File: src/rtl/mod_arith_pkg.sv
// Shared constant helpers for the mod_* residue-arithmetic blocks.
// Contents:
//   pow2_mod(k, m)       : 2^k mod m, evaluated at elaboration time
//   n_chunks(w, chunk)   : number of chunk slices needed to cover a w-bit operand
//   n_parts(w, chunk)    : number of chunk-by-chunk partial products
//   sum_width(w, chunk)  : width that holds the sum of all reduced partials
package mod_arith_pkg;

    function automatic int pow2_mod(input int k, input int m);
        int r;
        r = 1 % m;
        for (int i = 0; i < k; i++) begin
            r = (r * 2) % m;
        end
        return r;
    endfunction

    function automatic int n_chunks(input int w, input int chunk);
        return (w + chunk - 1) / chunk;
    endfunction

    function automatic int n_parts(input int w, input int chunk);
        return n_chunks(w, chunk) * n_chunks(w, chunk);
    endfunction

    // Each partial is < 2^w, so the sum of n_parts of them needs
    // ceil(log2(n_parts)) extra bits.
    function automatic int sum_width(input int w, input int chunk);
        return w + $clog2(n_parts(w, chunk));
    endfunction

endpackage

File: src/rtl/mult_mod_pipe_if.sv
// Stream interface of the pipelined modular multiplier.
// Operand side : in_valid/in_ready handshake, in_a, in_b, in_tag.
// Result side  : out_valid/out_ready handshake, out_r, out_tag, out_err.
// Modports:
//   master : the environment (drives operands and out_ready)
//   slave  : the multiplier (drives in_ready and the result)
interface mult_mod_pipe_if #(
    parameter int W     = 7,
    parameter int TAG_W = 4
);
    logic             in_valid;
    logic             in_ready;
    logic [W-1:0]     in_a;
    logic [W-1:0]     in_b;
    logic [TAG_W-1:0] in_tag;
    logic             out_valid;
    logic             out_ready;
    logic [W-1:0]     out_r;
    logic [TAG_W-1:0] out_tag;
    logic             out_err;

    modport master (
        output in_valid, in_a, in_b, in_tag, out_ready,
        input  in_ready, out_valid, out_r, out_tag, out_err
    );

    modport slave (
        input  in_valid, in_a, in_b, in_tag, out_ready,
        output in_ready, out_valid, out_r, out_tag, out_err
    );
endinterface

File: src/rtl/mod_chunk_mult.sv
// Combinational chunk multiplier: r = (a * b * 2^K) mod MOD.
// The product of two CHUNK-bit slices indexes a constant table whose entries
// are already scaled by the slice weight and reduced, so the hardware performs
// no arithmetic against the modulus.
// Ports:
//   a, b : CHUNK-bit operand slices
//   r    : W-bit reduced partial product, always < MOD
module mod_chunk_mult
    import mod_arith_pkg::*;
#(
    parameter int W     = 7,
    parameter int MOD   = 107,
    parameter int CHUNK = 3,
    parameter int K     = 0
) (
    input  logic [CHUNK-1:0] a,
    input  logic [CHUNK-1:0] b,
    output logic [W-1:0]     r
);
    localparam int NPROD = 1 << (2 * CHUNK);
    localparam int SCALE = pow2_mod(K, MOD);

    logic [2*CHUNK-1:0] prod;
    logic [W-1:0]       tab [NPROD];

    assign prod = {{CHUNK{1'b0}}, a} * {{CHUNK{1'b0}}, b};

    for (genvar p = 0; p < NPROD; p++) begin : g_tab
        assign tab[p] = W'(((p % MOD) * SCALE) % MOD);
    end

    assign r = tab[prod];
endmodule

File: src/rtl/mult_mod_pipe.sv
// Pipelined modular multiplier R = (A*B) mod MOD, four register stages.
// Ports:
//   clk : rising-edge clock
//   rst : synchronous active-high reset (clears valids and result outputs)
//   bus : operand/result streams with valid/ready and a pass-through tag;
//         out_err flags an operand >= MOD (the result is still exact)
// A single advance signal stalls every stage together whenever the output
// holds a result that downstream has not taken.
module mult_mod_pipe
    import mod_arith_pkg::*;
#(
    parameter int W     = 7,
    parameter int MOD   = 107,
    parameter int CHUNK = 3,
    parameter int TAG_W = 4
) (
    input  logic           clk,
    input  logic           rst,
    mult_mod_pipe_if.slave bus
);
    localparam int NCH   = n_chunks(W, CHUNK);
    localparam int NPART = n_parts(W, CHUNK);
    localparam int SUM_W = sum_width(W, CHUNK);
    localparam int HI_W  = SUM_W - W;
    localparam int PAD_W = NCH * CHUNK;
    // With 2^(W-1) < MOD < 2^W this equals 2^W - MOD.
    localparam int P2W   = pow2_mod(W, MOD);

    // v < 2^W + MOD; removing bit W and adding 2^W mod MOD is v - MOD,
    // which leaves a value below 2^W and therefore below 2*MOD.
    function automatic logic [W-1:0] fold_top(input logic [W:0] v);
        return v[W-1:0] + (v[W] ? W'(P2W) : W'(0));
    endfunction

    function automatic logic [W-1:0] cond_sub(input logic [W-1:0] v);
        return (v >= W'(MOD)) ? v - W'(MOD) : v;
    endfunction

    logic adv;
    logic vld_p1, vld_p2, vld_p3, vld_p4;

    logic [PAD_W-1:0] a_s0, b_s0;
    logic [W-1:0]     part_s0 [NPART];
    logic             err_s0;

    logic [W-1:0]     part_p1 [NPART];
    logic [TAG_W-1:0] tag_p1, tag_p2, tag_p3, tag_p4;
    logic             err_p1, err_p2, err_p3, err_p4;
    logic [SUM_W-1:0] sum_s1, sum_p2;
    logic [W:0]       fold1_s2;
    logic [W-1:0]     fold_tab [1 << HI_W];
    logic [W-1:0]     fold_p3;
    logic [W-1:0]     r_p4;

    assign adv          = !vld_p4 || bus.out_ready;
    assign bus.in_ready = adv;

    always_ff @(posedge clk) begin
        if (rst) begin
            vld_p1 <= 1'b0;
            vld_p2 <= 1'b0;
            vld_p3 <= 1'b0;
            vld_p4 <= 1'b0;
        end else if (adv) begin
            vld_p1 <= bus.in_valid;
            vld_p2 <= vld_p1;
            vld_p3 <= vld_p2;
            vld_p4 <= vld_p3;
        end
    end

    // ---- stage 1: slice operands, reduced chunk partial products ----
    assign a_s0   = PAD_W'(bus.in_a);
    assign b_s0   = PAD_W'(bus.in_b);
    assign err_s0 = (bus.in_a >= W'(MOD)) || (bus.in_b >= W'(MOD));

    for (genvar i = 0; i < NCH; i++) begin : g_row
        for (genvar j = 0; j < NCH; j++) begin : g_col
            mod_chunk_mult #(
                .W    (W),
                .MOD  (MOD),
                .CHUNK(CHUNK),
                .K    (CHUNK * (i + j))
            ) u_chunk (
                .a(a_s0[i*CHUNK +: CHUNK]),
                .b(b_s0[j*CHUNK +: CHUNK]),
                .r(part_s0[i*NCH + j])
            );
        end
    end

    always_ff @(posedge clk) begin
        if (adv && bus.in_valid) begin
            for (int k = 0; k < NPART; k++) begin
                part_p1[k] <= part_s0[k];
            end
            tag_p1 <= bus.in_tag;
            err_p1 <= err_s0;
        end
    end

    // ---- stage 2: sum of reduced partials ----
    always_comb begin
        sum_s1 = '0;
        for (int k = 0; k < NPART; k++) begin
            sum_s1 = sum_s1 + SUM_W'(part_p1[k]);
        end
    end

    always_ff @(posedge clk) begin
        if (adv && vld_p1) begin
            sum_p2 <= sum_s1;
            tag_p2 <= tag_p1;
            err_p2 <= err_p1;
        end
    end

    // ---- stage 3: fold bits above W back into range (two folds) ----
    for (genvar h = 0; h < (1 << HI_W); h++) begin : g_fold
        assign fold_tab[h] = W'((h * P2W) % MOD);
    end

    assign fold1_s2 = {1'b0, sum_p2[W-1:0]} + {1'b0, fold_tab[sum_p2[SUM_W-1:W]]};

    always_ff @(posedge clk) begin
        if (adv && vld_p2) begin
            fold_p3 <= fold_top(fold1_s2);
            tag_p3  <= tag_p2;
            err_p3  <= err_p2;
        end
    end

    // ---- stage 4: final conditional subtract into the output register ----
    always_ff @(posedge clk) begin
        if (rst) begin
            r_p4   <= '0;
            tag_p4 <= '0;
            err_p4 <= 1'b0;
        end else if (adv && vld_p3) begin
            r_p4   <= cond_sub(fold_p3);
            tag_p4 <= tag_p3;
            err_p4 <= err_p3;
        end
    end

    assign bus.out_valid = vld_p4;
    assign bus.out_r     = r_p4;
    assign bus.out_tag   = tag_p4;
    assign bus.out_err   = err_p4;
endmodule

File: src/flat_wrapper.sv
// flat-port wrapper written by rule: the top's interface ports become plain ports
module mult_mod_pipe_flat import mod_arith_pkg::*;
#(
    parameter int W     = 7,
    parameter int MOD   = 107,
    parameter int CHUNK = 3,
    parameter int TAG_W = 4
)
  (clk, rst, bus_in_valid, bus_in_a, bus_in_b, bus_in_tag, bus_out_ready, bus_in_ready, bus_out_valid, bus_out_r, bus_out_tag, bus_out_err);
  mult_mod_pipe_if #(.W(W), .TAG_W(TAG_W)) bus_i ();
  input  logic clk;
  input  logic rst;
  input wire logic [$bits(bus_i.in_valid)-1:0] bus_in_valid;
  input wire logic [$bits(bus_i.in_a)-1:0] bus_in_a;
  input wire logic [$bits(bus_i.in_b)-1:0] bus_in_b;
  input wire logic [$bits(bus_i.in_tag)-1:0] bus_in_tag;
  input wire logic [$bits(bus_i.out_ready)-1:0] bus_out_ready;
  output wire logic [$bits(bus_i.in_ready)-1:0] bus_in_ready;
  output wire logic [$bits(bus_i.out_valid)-1:0] bus_out_valid;
  output wire logic [$bits(bus_i.out_r)-1:0] bus_out_r;
  output wire logic [$bits(bus_i.out_tag)-1:0] bus_out_tag;
  output wire logic [$bits(bus_i.out_err)-1:0] bus_out_err;
  assign bus_i.in_valid = bus_in_valid;
  assign bus_i.in_a = bus_in_a;
  assign bus_i.in_b = bus_in_b;
  assign bus_i.in_tag = bus_in_tag;
  assign bus_i.out_ready = bus_out_ready;
  assign bus_in_ready = bus_i.in_ready;
  assign bus_out_valid = bus_i.out_valid;
  assign bus_out_r = bus_i.out_r;
  assign bus_out_tag = bus_i.out_tag;
  assign bus_out_err = bus_i.out_err;
  mult_mod_pipe #(.W(W), .MOD(MOD), .CHUNK(CHUNK), .TAG_W(TAG_W)) u_core (.clk(clk), .rst(rst), .bus(bus_i));
endmodule
File: config.mk
export PLATFORM = sky130hd
export DESIGN_NAME = mult_mod_pipe_flat
export DESIGN_NICKNAME = d
export VERILOG_FILES = /design/src/rtl/mod_arith_pkg.sv /design/src/rtl/mult_mod_pipe_if.sv /design/src/rtl/mod_chunk_mult.sv /design/src/rtl/mult_mod_pipe.sv /design/src/flat_wrapper.sv
export SDC_FILE = /design/constraint.sdc
export NUM_CORES = 1
export LEC_CHECK = 0
export ABC_AREA = 1
export BUFFER_PORTS_ARGS = -buffer_cell sky130_fd_sc_hd__clkbuf_2
export CAP_MARGIN = 20
export CORE_ASPECT_RATIO = 0.7
export CORE_MARGIN = 2
export CORE_UTILIZATION = 55
export DETAILED_ROUTE_END_ITERATION = 10
export GPL_ROUTABILITY_DRIVEN = 0
export PLACE_DENSITY = 0.75
export SETUP_SLACK_MARGIN = 0.2
export SYNTH_ARGS = -nofsm -noshare
export SYNTH_HDL_FRONTEND = slang
export SYNTH_SLANG_ARGS = --single-unit
File: constraint.sdc
create_clock -name clk -period 4.4 [get_ports clk]
set_input_delay 1.1 -clock clk [delete_from_list [all_inputs] [get_ports clk]]
set_output_delay 1.1 -clock clk [all_outputs]
set_load 0.005 [all_outputs]
Word-level counts from Yosys, hierarchy flattened
Memory sizes are Yosys's and may differ from the RTL's.
Cells that the tools add are included.
{"block": "word_totals", "ff_bits": 49, "ram_bits": 63, "rom_bits": 4144, "wordCells": 100, "memories": 11}
{"name": "(name not given)", "words": 64, "width": 7, "rd": 1, "rd_ports_with_merged_regs": 0, "write_ports": 0, "line": "mod_chunk_mult.sv:32", "text": "assign r = tab[prod];"}
{"name": "(name not given)", "words": 64, "width": 7, "rd": 1, "rd_ports_with_merged_regs": 0, "write_ports": 0, "line": "mod_chunk_mult.sv:32"}
{"name": "(name not given)", "words": 64, "width": 7, "rd": 1, "rd_ports_with_merged_regs": 0, "write_ports": 0, "line": "mod_chunk_mult.sv:32"}
{"name": "(name not given)", "words": 64, "width": 7, "rd": 1, "rd_ports_with_merged_regs": 0, "write_ports": 0, "line": "mod_chunk_mult.sv:32"}
{"name": "(name not given)", "words": 64, "width": 7, "rd": 1, "rd_ports_with_merged_regs": 0, "write_ports": 0, "line": "mod_chunk_mult.sv:32"}
{"name": "(name not given)", "words": 64, "width": 7, "rd": 1, "rd_ports_with_merged_regs": 0, "write_ports": 0, "line": "mod_chunk_mult.sv:32"}
{"name": "+5 memories"}
{"block": "op_classes", "add_sub_neg": 11, "multipliers": 9, "order_cmp": 13, "n_mux": 24, "bitwise": 10, "reduce_logical": 7}
{"op": "7-bit 2-to-1 mux", "n": 21}
{"op": "7-bit >= comparator, second input constant", "n": 12}
{"op": "11-bit by 7-bit adder with 11-bit output", "n": 7}
{"op": "6-bit NOT with 7-bit output", "n": 9}
{"op": "3-bit by 3-bit multiplier with 6-bit output", "n": 4}
{"op": "7-bit by 7-bit adder with 8-bit output", "n": 2}
{"op": "1-bit by 3-bit multiplier with 4-bit output", "n": 2}
{"op": "3-bit by 1-bit multiplier with 4-bit output", "n": 2}
{"op": "7-bit adder", "n": 1}
{"op": "7-bit subtractor, second input constant", "n": 1}
{"op": "5-bit >= comparator, second input constant", "n": 1}
{"op": "5-bit 2-to-1 mux", "n": 1}
{"op": "4-bit NOT with 5-bit output", "n": 1}
{"op": "1-bit logical AND", "n": 4}
{"op": "1-bit logical OR", "n": 2}
{"op": "1-bit by 1-bit multiplier with 2-bit output", "n": 1}
{"op": "1-bit 2-to-1 mux", "n": 2}
{"op": "1-bit zero test", "n": 1}

Depth between registers and ports, before layout
An unclocked memory read counts as a cell.
{"block": "logic_depth", "word_depth": 9, "ltp_mapped": 23}

Hierarchy
From an unflattened synthesis, not the netlist that was laid out.
{"block": "hier_totals", "hier_cells": 2010, "hier_area_um2": 13909.6}
{"module": "mult_mod_pipe", "n_inst": 1, "cells_per_inst": 510, "area_per_inst_um2": 5975.7}
{"module": "mod_chunk_mult (u_core.g_row[0].g_col[2].u_chunk ...)", "n_inst": 2, "cells_per_inst": 197, "area_per_inst_um2": 1006.0}
{"module": "mod_chunk_mult (u_core.g_row[0].g_col[1].u_chunk ...)", "n_inst": 2, "cells_per_inst": 140, "area_per_inst_um2": 760.7}
{"module": "mod_chunk_mult (u_core.g_row[2].g_col[0].u_chunk)", "n_inst": 1, "cells_per_inst": 200, "area_per_inst_um2": 1082.3}
{"module": "mod_chunk_mult (u_core.g_row[2].g_col[2].u_chunk)", "n_inst": 1, "cells_per_inst": 200, "area_per_inst_um2": 1077.3}
{"module": "mod_chunk_mult (u_core.g_row[2].g_col[1].u_chunk)", "n_inst": 1, "cells_per_inst": 201, "area_per_inst_um2": 1026.0}
{"module": "mod_chunk_mult (u_core.g_row[1].g_col[2].u_chunk)", "n_inst": 1, "cells_per_inst": 191, "area_per_inst_um2": 999.7}
{"module": "mod_chunk_mult (u_core.g_row[0].g_col[0].u_chunk)", "n_inst": 1, "cells_per_inst": 34, "area_per_inst_um2": 215.2}

Worst setup path after synthesis
OpenSTA, ideal clock, no wires.
{"block": "synth_timing", "path_type": "reg2reg", "from": "memory u_core.part_p1[0][0]", "to": "register u_core.sum_p2[10], data pin", "setup_time_ps": 254, "arrival_time_ps": 4482, "slack_ps": -336, "stages_incl_launch_ff": 23, "path_buffers": 0, "path_cell_list": "edfxtp_1 -> ha_1 -> inv_1 -> fa_1 -> nand3b_1 -> nand2_1 -> nand2_1 -> nand2_1 -> nand2_1 -> nand2_1 -> xor2_1 -> fa_1 -> inv_1 -> fa_1 -> fa_1 -> fa_1 -> inv_1 -> ha_1 -> nand2_1 -> inv_1 -> a21oi_1 -> nor2_1 -> o21a_1"}
{"item": "from (decl)", "line": "mult_mod_pipe.sv:46", "text": "logic [W-1:0] part_p1 [NPART];"}
{"item": "to (signal assigned)", "line": "mult_mod_pipe.sv:112", "text": "sum_p2 <= sum_s1;"}
{"item": "to (decl)", "line": "mult_mod_pipe.sv:49", "text": "logic [SUM_W-1:0] sum_s1, sum_p2;"}

==> flow_summary.toml <==
[min_path]
hold_critical_path_depth = 0
timing.hold.worst_endpoint = "u_core.tag_p3[1]"
hp-class = "flip-flop to flip-flop"
hold_path_origin = "u_core.tag_p2[1]"

[final_layout]
final_area_mm2 = 0.00948
post_route_cells_drive_above_1_share_pct = 11.8
layout.cells.most_common = "sky130_fd_sc_hd__nand2_1"
nNetsFinal = 1243
syn_to_final_growth_pct = 10.1
mostFrequentLayoutCells = "sky130_fd_sc_hd__nand2_1 (247), sky130_fd_sc_hd__inv_1 (176), sky130_fd_sc_hd__ha_1 (87)"
postLayoutCoreUtil_pct = 61.5
n_antenna_cell = 0
final-instance-count-excl-fill = 1283

[critical_path]
reg2regPathDepth = 22
timing.critical_path.buf_inv = 4
critical_path.max_fanout = 4
startpoint_types = "flip-flop"
timing.setup.critical_path_class = "flip-flop to flip-flop"
launching_point_of_the_worst_reg2reg_path = "u_core.part_p1[0][7]"
critPathTopFamily = "adder cells"
timing.rr.end = "u_core.sum_p2[10]"
worst-endpoint-arrival_ps = 4640
r2r_slack_ps = -130
max_stage_delay_ps = 560
end_kind = "flip-flop"
worstPathCellList = "ha_2 -> inv_2 -> fa_2 -> nand3b_1 -> nand2_2 -> nand2_1 -> nand2_1 -> nand2_1 -> nand2_2 -> xor2_2 -> fa_1 -> inv_2 -> fa_2 -> fa_2 -> fa_1 -> inv_2 -> ha_4 -> nand2_1 -> inv_1 -> a21oi_2 -> nor2_1 -> o21a_1"
cp.required_ps = 4500
critPathSlowestCell = "sky130_fd_sc_hd__fa_1"
critical_path.most_common_cell = "sky130_fd_sc_hd__nand2_1"

[placement]
placedInstanceArea_mm2 = 0.00906
place.detailed.instances = 1261
port_buffers = 35
dp_hpwl_um = 13600

[cts]
cts_made_buffers = 9
tritoncts_num_sinks = 99
worst_setup_hold_path_clk_slew_ps = 70
hold_buffers = 0
tritoncts = "done"
cts.root.buffer_cell = "sky130_fd_sc_hd__clkbuf_16"
cts-htree-levels = 3
clock_latency_ps = 350
ctsLongestPathBuffers = 2

[synth]
adder_cell_area_share_of_the_yosys_netlist_pct = 25.0
synth.ff_latch_count = 99
post_synth_instance_area_mm2 = 0.00861
combinational_family_with_the_most_area_after_synthesis = "adder cells"
synth_flop_cell = "sky130_fd_sc_hd__edfxtp_1"
synthesis.instances = 1048
yosysUniqueCellTypes = 41
yosys_warnings = 0
synth_simple_gate_area_share_pct = 18.4
synth_xor_xnor_area_share_pct = 2.81
mux_cell_area_share_after_synthesis_pct = 0.233
syn_avg_cell_area_um2 = 8.21
seq_area_frac_synth_pct = 32.7
share_of_the_synthesized_area_in_compound_gates_ao_oa_aoi_oai_pct = 10.4
mappedNetlistNets = 1213
synth_edf_count = 83
asyncSetResetFlopFracSynth_pct = 0

[job]
max-cap-violations = 0

[route]
drcViolationCount = 0
avgRoutedWirePerCell_um = 13.7
drt.antenna.violating_nets = 0
drtIter0Drc = 572
detail_route.first_pass.iterations = 5
wirelength_um = 17500
vias_per_cell = 5.25
num_vias = 6731

[global_route]
global_route.overflow_total = 0
grt_pass1_wl_um = 29600
grt_max_degree = 53
grt_util_all_layers_pct = 21.9
antenna_violations_before_repair = 0
first_global_vias = 6157

[run_status]
result_of_the_run = "finished with violations"
failed_checks = "setup timing"

[sta]
unrepaired_setup_endpoints_after_global_routing = "yes"
final_setup_skew_ps = 11.0
fmax_mhz = 221
hold-worst-slack_ps = 420
timing.slew.headroom_pct = 50.8
setup_tns_ps = -505
final.min_clock_period_ps = 4530
setup_violations = 6
post-route-period-util_pct = 103
tightestPinTransition_ps = 735
finalHoldViolations = 0
timing_max_transition_violations_final = 0
finalWorstSetupSlack_ps = -132

[power]
power_density_mw_per_mm2 = 775
leak_pwr_nw = 4.76
irDropWorstVdd_mv = 0.845

[floorplanning]
die_area_mm2 = 0.0167
num_rows = 38
initial_utilization_pct = 55.9
chipWidth_um = 154
die_height_um = 109
ioPinCount = 36
core-area_mm2 = 0.0154
layer usage:
metal | part of all wire (%) | wire [µm] | track usage [%]
met1 | 48 | 8400 | 32.9
met5 | 0 | 0 | 0
met4 | 0.90 | 158 | 4.00
met3 | 7.3 | 1290 | 3.30
met2 | 44 | 7700 | 34.3
area by class of cell:
cell class              instances  area, µm²
fillers                      1311       5920
well taps                     200        250
clock inverters                 6       51.3
clock buffers                  10        250
flip-flops and latches         99       2810
inverters                     191        717
repair buffers                 55        333
multi-input cells             722       5070
cell families after synthesis:
kind of cell | count (synthesis)
xor gates and xnor gates | 25
adders and majority gates | 143
DFF | 99
AOI/OAI and AO/OA | 162
and+or+nand+nor | 390
buffers and inverters | 227
muxes | 2
worst max path at each step:
stage | startpoint | endpoint | slack [ps] | depth (start not counted)
6_report | u_core.part_p1[0][7] | u_core.sum_p2[10] | -130 | 22
5_1_grt | u_core.part_p1[0][7] | u_core.sum_p2[10] | -330 | 22
4_1_cts | u_core.part_p1[0][7] | u_core.sum_p2[10] | -50 | 22
3_5_place_dp | u_core.part_p1[0][7] | u_core.sum_p2[10] | -90 | 22
3_3_place_gp | u_core.part_p1[0][7] | u_core.sum_p2[10] | 30 | 22
2_1_floorplan | u_core.part_p1[0][7] | u_core.sum_p2[10] | 110 | 22
timing repair:
action,CTS,global route
setup endpoints to repair,6,8
gates resized for setup,11,12
pin swaps,14,16
buffers inserted,3,3
cloned,0,0
state kept, by name, indices dropped and copies added, names as in the netlist, 4 cells and up:
signal              flops
u_core.tag_p1           4
u_core.sum_p2          11
u_core.fold_p3          7
u_core.tag_p2           4
u_core.tag_p3           4
u_core.bus.out_r        7
u_core.bus.out_tag      4
u_core.part_p1         50
cell usage after synthesis, drive strengths merged, types with 3 or more instances:
master / number / area, µm²
a21oi: 43 / 215
a31oi: 3 / 18.8
ha: 95 / 1190
dfxtp: 16 / 320
o211ai: 13 / 97.6
nand3: 67 / 335
nand2: 254 / 956
o22ai: 4 / 25.0
buf: 17 / 113
edfxtp: 83 / 2490
fa: 48 / 961
xor2: 15 / 139
inv: 190 / 713
clkbuf: 19 / 71.3
nor2: 58 / 223
o21ai: 86 / 438
o21a: 4 / 30.0
nand4: 6 / 37.5
xnor2: 10 / 103
report_power, final:
| group | internal (mW) | leakage, nW | total, mW | switching (mW) |
|---|---|---|---|---|
| registers | 1.42 | 0.944 | 1.54 | 0.121 |
| clock network | 0.430 | 0.154 | 0.796 | 0.367 |
| logic | 2.25 | 3.66 | 5.01 | 2.77 |
| total | 4.10 | 4.76 | 7.35 | 3.25 |
stage by stage:
step / power, mW / worst slack [ps]
2_1_floorplan: 5.15 / 112
3_3_place_gp: 5.98 / 31.0
3_5_place_dp: 6.15 / -85.8
4_1_cts: 7.19 / -49.2
5_1_grt: 8.15 / -325
6_report: 7.35 / -132
Note: power is estimated with default switching activity, not from simulation.
